`config.mk`:
```
export PLATFORM = sky130hd
export DESIGN_NAME = dsp_slice_pipe
export DESIGN_NICKNAME = d
export VERILOG_FILES = /design/src/rtl/dsp_slice_pipe.sv
export SDC_FILE = /design/constraint.sdc
export NUM_CORES = 2
export LEC_CHECK = 0
export CAP_MARGIN = 5
export CORE_MARGIN = 2
export CORE_UTILIZATION = 30
export CTS_CLUSTER_SIZE = 28
export DETAILED_ROUTE_END_ITERATION = 16
export HOLD_SLACK_MARGIN = 0.1
export PLACE_DENSITY = 0.44
export SETUP_SLACK_MARGIN = 0.5
export SLEW_MARGIN = 20
export SYNTH_ARGS = -nofsm -noshare
export SYNTH_HDL_FRONTEND = slang
export SYNTH_SLANG_ARGS = --single-unit
export TNS_END_PERCENT = 20
```
`constraint.sdc`:
```
create_clock -name clk -period 23.6 [get_ports clk]
set_input_delay 4.72 -clock clk [delete_from_list [all_inputs] [get_ports clk]]
set_output_delay 4.72 -clock clk [all_outputs]
set_load 0.05 [all_outputs]
```
`src/rtl/dsp_slice_pipe.sv`:
```
// Two-lane signed pre-adder/multiplier slice with coefficient banks, a
// configurable-depth pipeline and a saturating accumulator / cascade adder.
module dsp_slice_pipe #(
  parameter int A_W        = 19,
  parameter int B_W        = 18,
  parameter int COEF_DEPTH = 8,
  parameter int PIPE       = 2,
  parameter int ACC_W      = 64,
  parameter int SAT        = 1,
  localparam int CS_W      = $clog2(COEF_DEPTH),
  localparam int P_W       = A_W + B_W + 1
) (
  input  logic                    clk,
  input  logic                    clr_n,
  input  logic                    ena,
  input  logic                    in_valid,
  input  logic [1:0]              mode,
  input  logic                    preadd_en,
  input  logic                    sub,
  input  logic                    negate,
  input  logic                    loadconst,
  input  logic                    clear_acc,
  input  logic                    coefmux,
  input  logic signed [A_W-1:0]   ay,
  input  logic signed [A_W-1:0]   az,
  input  logic signed [A_W-1:0]   by,
  input  logic signed [A_W-1:0]   bz,
  input  logic signed [B_W-1:0]   ax,
  input  logic signed [B_W-1:0]   bx,
  input  logic [CS_W-1:0]         coefsela,
  input  logic [CS_W-1:0]         coefselb,
  input  logic                    coef_we,
  input  logic                    coef_bank,
  input  logic [CS_W-1:0]         coef_waddr,
  input  logic signed [B_W-1:0]   coef_wdata,
  input  logic signed [ACC_W-1:0] chainin,
  input  logic signed [ACC_W-1:0] constant,
  output logic signed [P_W-1:0]   resulta,
  output logic signed [P_W-1:0]   resultb,
  output logic signed [ACC_W-1:0] chainout,
  output logic                    out_valid,
  output logic                    overflow
);

  localparam int PA_W  = A_W + 1;
  localparam int S_W   = P_W + 1;
  localparam int BUN_W = 5 + 2 * P_W + S_W + 2 * ACC_W;
  localparam int PQ    = (PIPE > 0) ? PIPE : 1;

  // Returns {overflow, sum}; the sum is clamped when SAT is set.
  function automatic logic [ACC_W:0] add_sat(input logic signed [ACC_W-1:0] a,
                                             input logic signed [ACC_W-1:0] b);
    logic [ACC_W:0]   wide;
    logic [ACC_W-1:0] res;
    logic             ovf;
    wide = {a[ACC_W-1], a} + {b[ACC_W-1], b};
    ovf  = wide[ACC_W] ^ wide[ACC_W-1];
    res  = wide[ACC_W-1:0];
    if (ovf && SAT != 0) res = {wide[ACC_W], {(ACC_W-1){~wide[ACC_W]}}};
    return {ovf, res};
  endfunction

  logic signed [B_W-1:0] bank_a [COEF_DEPTH];
  logic signed [B_W-1:0] bank_b [COEF_DEPTH];

  // Coefficient banks: written on any edge with coef_we, regardless of ena
  always_ff @(posedge clk or negedge clr_n) begin
    if (!clr_n) begin
      for (int i = 0; i < COEF_DEPTH; i++) begin
        bank_a[i] <= '0;
        bank_b[i] <= '0;
      end
    end else if (coef_we) begin
      if (coef_bank) bank_b[coef_waddr] <= coef_wdata;
      else           bank_a[coef_waddr] <= coef_wdata;
    end
  end

  logic                    vld_p0, pre_p0, sub_p0, neg_p0, ld_p0, clr_p0;
  logic [1:0]              mode_p0;
  logic signed [A_W-1:0]   ay_p0, az_p0, by_p0, bz_p0;
  logic signed [B_W-1:0]   ma_p0, mb_p0;
  logic signed [ACC_W-1:0] chain_p0, const_p0;

  // Stage p0: input register; coefficients are read here
  always_ff @(posedge clk or negedge clr_n) begin
    if (!clr_n) begin
      vld_p0   <= 1'b0;
      mode_p0  <= '0;
      pre_p0   <= 1'b0;
      sub_p0   <= 1'b0;
      neg_p0   <= 1'b0;
      ld_p0    <= 1'b0;
      clr_p0   <= 1'b0;
      ay_p0    <= '0;
      az_p0    <= '0;
      by_p0    <= '0;
      bz_p0    <= '0;
      ma_p0    <= '0;
      mb_p0    <= '0;
      chain_p0 <= '0;
      const_p0 <= '0;
    end else if (ena) begin
      vld_p0   <= in_valid;
      mode_p0  <= mode;
      pre_p0   <= preadd_en;
      sub_p0   <= sub;
      neg_p0   <= negate;
      ld_p0    <= loadconst;
      clr_p0   <= clear_acc;
      ay_p0    <= ay;
      az_p0    <= az;
      by_p0    <= by;
      bz_p0    <= bz;
      ma_p0    <= coefmux ? bank_a[coefsela] : ax;
      mb_p0    <= coefmux ? bank_b[coefselb] : bx;
      chain_p0 <= chainin;
      const_p0 <= constant;
    end
  end

  logic signed [PA_W-1:0] pa_p0, pb_p0;
  logic signed [P_W-1:0]  pra_p0, prb_p0;
  logic signed [S_W-1:0]  sum_p0, s_p0;
  logic [BUN_W-1:0]       bun_p0;

  always_comb begin
    pa_p0  = pre_p0 ? PA_W'(ay_p0) + PA_W'(az_p0) : PA_W'(ay_p0);
    pb_p0  = pre_p0 ? PA_W'(by_p0) + PA_W'(bz_p0) : PA_W'(by_p0);
    pra_p0 = P_W'(pa_p0) * P_W'(ma_p0);
    prb_p0 = P_W'(pb_p0) * P_W'(mb_p0);
    sum_p0 = sub_p0 ? S_W'(pra_p0) - S_W'(prb_p0) : S_W'(pra_p0) + S_W'(prb_p0);
    s_p0   = neg_p0 ? -sum_p0 : sum_p0;
    bun_p0 = {vld_p0, mode_p0, clr_p0, ld_p0, pra_p0, prb_p0, s_p0, chain_p0, const_p0};
  end

  logic [BUN_W-1:0] stage_q [PQ];

  // Stages p1..pPIPE: products, sum and controls travel together
  always_ff @(posedge clk or negedge clr_n) begin
    if (!clr_n) begin
      for (int i = 0; i < PQ; i++) stage_q[i] <= '0;
    end else if (ena) begin
      stage_q[0] <= bun_p0;
      for (int i = 1; i < PQ; i++) stage_q[i] <= stage_q[i-1];
    end
  end

  logic [BUN_W-1:0] bun_pn;

  generate
    if (PIPE == 0) begin : g_nopipe
      assign bun_pn = bun_p0;
    end else begin : g_pipe
      assign bun_pn = stage_q[PIPE-1];
    end
  endgenerate

  logic                    vld_pn, clr_pn, ld_pn, ovf_pn;
  logic [1:0]              mode_pn;
  logic signed [P_W-1:0]   pra_pn, prb_pn;
  logic signed [S_W-1:0]   s_pn;
  logic signed [ACC_W-1:0] chain_pn, const_pn, s_ext_pn, base_pn, sum_pn, acc_q;

  assign {vld_pn, mode_pn, clr_pn, ld_pn, pra_pn, prb_pn, s_pn, chain_pn, const_pn} = bun_pn;

  // Accumulator feedback comes from acc_q, so the loop is one cycle at any PIPE
  always_comb begin
    s_ext_pn = ACC_W'(s_pn);
    base_pn  = chain_pn;
    if (mode_pn == 2'b10) base_pn = clr_pn ? '0 : (ld_pn ? const_pn : acc_q);
    {ovf_pn, sum_pn} = add_sat(base_pn, s_ext_pn);
  end

  // Output stage: results, accumulator and sticky overflow
  always_ff @(posedge clk or negedge clr_n) begin
    if (!clr_n) begin
      out_valid <= 1'b0;
      resulta   <= '0;
      resultb   <= '0;
      chainout  <= '0;
      acc_q     <= '0;
      overflow  <= 1'b0;
    end else if (ena) begin
      out_valid <= vld_pn;
      if (vld_pn) begin
        resulta <= pra_pn;
        resultb <= prb_pn;
        case (mode_pn)
          2'b01: chainout <= s_ext_pn;
          2'b10: begin
            acc_q    <= sum_pn;
            chainout <= sum_pn;
            if (ovf_pn)      overflow <= 1'b1;
            else if (clr_pn) overflow <= 1'b0;
          end
          2'b11: begin
            chainout <= sum_pn;
            if (ovf_pn) overflow <= 1'b1;
          end
          default: ;
        endcase
      end
    end
  end

endmodule

```
==> summary.txt <==
Status
  • Status: finished clean

STA
  • Final setup fails: 0
  • Clk_skew: 0.117 ns
  • Final Hold Fails: 0
  • RSZ-0062 raised after global routing: false
  • Slew Limit Fails: 0
  • Final worst-path cycle share: 58.4%
  • Worst-Margin Slew: 1.09 ns
  • Tmin final: 13.79 ns
  • Headroom to the max-slew limit: 27.1%
  • Fmax: 0.0725 GHz
  • Hold_ws: 0.385 ns
  • Setup TNS: 0 ns

Worst setup path
  • Critical R2R Launch: by_p0[1]$_DFFE_PN0P_
  • Crit Reg-Reg Endpoint: stage_q[414]$_DFFE_PN0P_
  • Data arrival, critical path: 14.54 ns
  • CP endpoint kind: register
  • CP startpoint: by_p0[1]$_DFFE_PN0P_
  • Setup crit end: stage_q[414]$_DFFE_PN0P_
  • Slowest library cell on the worst path: a2111oi_0
  • Cell mode on critical path: fa_1
  • Crit path max fanout: 11
  • FF-to-FF setup slack: 9.81 ns
  • Worst Setup Start Kind: register
  • R2R depth: 48
  • Worst EP required: 24.35 ns
  • Critical Path Max Stage Delay: 0.92 ns
  • WS Path Type: reg2reg

Synth
  • Synth Area in Adders: 21.8%
  • Dominant synthesized flop cell: dfrtp_1
  • Seq cells post-synth: 1238
  • Combinational family with the most area after synthesis: adder cells
  • XOR/XNOR Fraction of Synth Area: 2.80%
  • Syn Nets: 9336
  • Count of cell types in the netlist: 95
  • Synthesized instance count: 7997
  • Post-Synth Simple-Gate Area: 9.41%
  • Post-synthesis sequential area ratio: 36.2%
  • Synth warn: 0
  • Async S/R FF share, synth: 100%
  • Netlist Area Pre-Place: 85600 um2
  • Synth Area per Inst: 10.7 um2
  • Compound-Gate Fraction of Synth Area: 7.86%
  • Multiplexer share of the synthesized area: 16.2%
  • Post-synth EDFFs: 0

Clocking
  • Post-CTS Repair Setup Buffers: 0
  • Clock latency on the worst-skew pair: 0.88 ns
  • Hold_buf cts: 0
  • # H-tree levels: 4
  • Cts bufs inserted: 155
  • Max Root-Sink Buffers: 4
  • Clock root buffer: clkbuf_16
  • Count of cells resized by post-cts repair: 0
  • TritonCTS clock tree: yes
  • CTS clk-pin slew, worst paths: 0.06 ns
  • CTS sink count: 1238

Route
  • Routed WL: 270000 um
  • WL/cell: 22.2 um
  • DRT iter0 DRCs: 3807
  • DR vias/cell: 4.92
  • Drt first pass iters: 6
  • Antenna Nets Post-Route: 0
  • Vias: 59800
  • DRC viols: 0

Floorplanning
  • Num rows: 196
  • I/O pins: 423
  • Core region area: 284000 um2
  • DIE AREA: 290000 um2
  • Die Y: 538 um
  • Die Width: 538 um
  • Initial Util: 30.1%

Global routing
  • Gr ovfl total: 0
  • GR Util All Layers: 18.5%
  • Largest net degree at the start of global routing: 160
  • Vias in the first global route: 63900
  • First-pass GRT wire length: 411000 um
  • Initial antenna violation count: 14

Place
  • DP Cell Count: 11900
  • Post-DP Area: 93900 um2
  • Detail Placement HPWL: 203000 um
  • I/O Buffers: 422
  • Final Wtd Congestion: 0.881

Job
  • Max capacitance violation total: 0

Cells and area
  • Nets: 9607
  • Final Cell Area: 99200 um2
  • Synthesis-to-finish area growth: 15.8%
  • # fillers: 28500
  • Layout cells sized above 1: 17.6%
  • Final Instance Count excl. Fillers: 12100

Worst hold path
  • Worst Hold Class: reg2reg
worst min-delay path by stage:
stage                                 start                 endpoint  slack (ns)  cells after the start
floorplan           bun_pn[205]$_DFFE_PN0P_   resulta[0]$_DFFE_PN0P_        0.43                      2
global placement    bun_pn[237]$_DFFE_PN0P_  resulta[32]$_DFFE_PN0P_        0.46                      2
global route        bun_pn[221]$_DFFE_PN0P_  resulta[16]$_DFFE_PN0P_        0.40                      2
finish              bun_pn[221]$_DFFE_PN0P_  resulta[16]$_DFFE_PN0P_        0.39                      2
CTS                 bun_pn[221]$_DFFE_PN0P_  resulta[16]$_DFFE_PN0P_        0.38                      2
detailed placement  bun_pn[186]$_DFFE_PN0P_  resultb[19]$_DFFE_PN0P_        0.46                      2
through the flow:
step / setup WS, ns / util [%]
after floorplan: 11.53 / -
after global placement: 9.96 / 33.0
after detailed placement: 9.86 / 33.0
after CTS: 9.81 / 34.9
after global routing: 8.89 / 34.9
final: 9.81 / 34.9
state kept, by name (all words and copies together), names as in the netlist, 2 cells and up:
register  flops
chainout     64
bun_pn      248
const_p0     64
bank_a      144
mb_p0        18
az_p0        19
resultb      38
bz_p0        19
acc_q        64
ay_p0        19
mode_p0       2
stage_q     248
chain_p0     64
bank_b      144
ma_p0        18
by_p0        19
resulta      38
cells in the mapped netlist, drive strengths merged (36+ instances only):
| cell type | instances | share of area (%) |
|---|---|---|
| dfrtp | 1238 | 36 |
| mux4 | 72 | 1.9 |
| and2 | 82 | 0.60 |
| o211ai | 47 | 0.41 |
| inv | 877 | 3.8 |
| mux2 | 979 | 13 |
| a21oi | 316 | 1.8 |
| buf | 55 | 0.27 |
| clkbuf | 357 | 1.6 |
| a31oi | 90 | 0.68 |
| ha | 338 | 4.9 |
| fa | 720 | 17 |
| o21ai | 270 | 1.6 |
| xor2 | 95 | 0.97 |
| nor3 | 61 | 0.36 |
| nor2b | 43 | 0.31 |
| nand2 | 926 | 4.1 |
| xnor2 | 176 | 1.8 |
| nor2 | 538 | 2.4 |
| nand3 | 41 | 0.25 |
| nand2b | 45 | 0.33 |
| a21o | 109 | 0.96 |
| o21bai | 36 | 0.32 |
| o22ai | 36 | 0.26 |
| mux2i | 124 | 1.4 |
cell usage in the layout, fill, tap and decap left out, types with 176 or more instances in the layout:
| master | n |
|---|---|
| o21ai_0 | 251 |
| clkdlybuf4s50_1 | 415 |
| a21oi_1 | 316 |
| xnor2_1 | 176 |
| fa_1 | 720 |
| nand2_1 | 923 |
| dfrtp_1 | 1234 |
| ha_1 | 338 |
| inv_1 | 877 |
| nor2_1 | 532 |
| mux2_2 | 979 |
kinds of logic after synthesis:
group / count (synthesis)
adders and majority gates: 1063
AOI/OAI and AO/OA: 1082
DFF: 1238
buffers and inverters: 1293
and+or+nand+nor: 1874
muxes: 1175
xor gates and xnor gates: 272
final cells by class:
cell class / instances / area, um2 / area share, %
clock buffer: 224 / 4500 / 4.54
multi-input combinational: 5466 / 49900 / 50.3
antenna: 2 / 5.00 / 0.00505
timing repair buffer: 526 / 5030 / 5.07
inverter: 881 / 3310 / 3.33
clock inverter: 50 / 746 / 0.752
sequential: 1238 / 31000 / 31.2
tap: 3762 / 4710 / 4.75
worst max-delay path: cells and delay by family, from the launching register on:
kind / cells / cell delay, ns
compound gates: 21 / 5.30
fa+ha+maj: 9 / 4.02
simple gates: 9 / 2.82
xor+xnor: 4 / 0.79
flops: 1 / 0.43
buf+inv: 4 / 0.19
mux: 1 / 0.13
per-layer routing:
layer	vias to the layer above	GRT usage (%)	part of all wire, %
met5	-	0	0.028
met4	12	5.03	2.7
met3	327	2.71	4.6
met2	1337	30.0	46
met1	31000	25.8	47
li1	27100	-	-
Power is not shown: default switching activity piles up to over one toggle a cycle in this logic, so the estimate is an artifact.
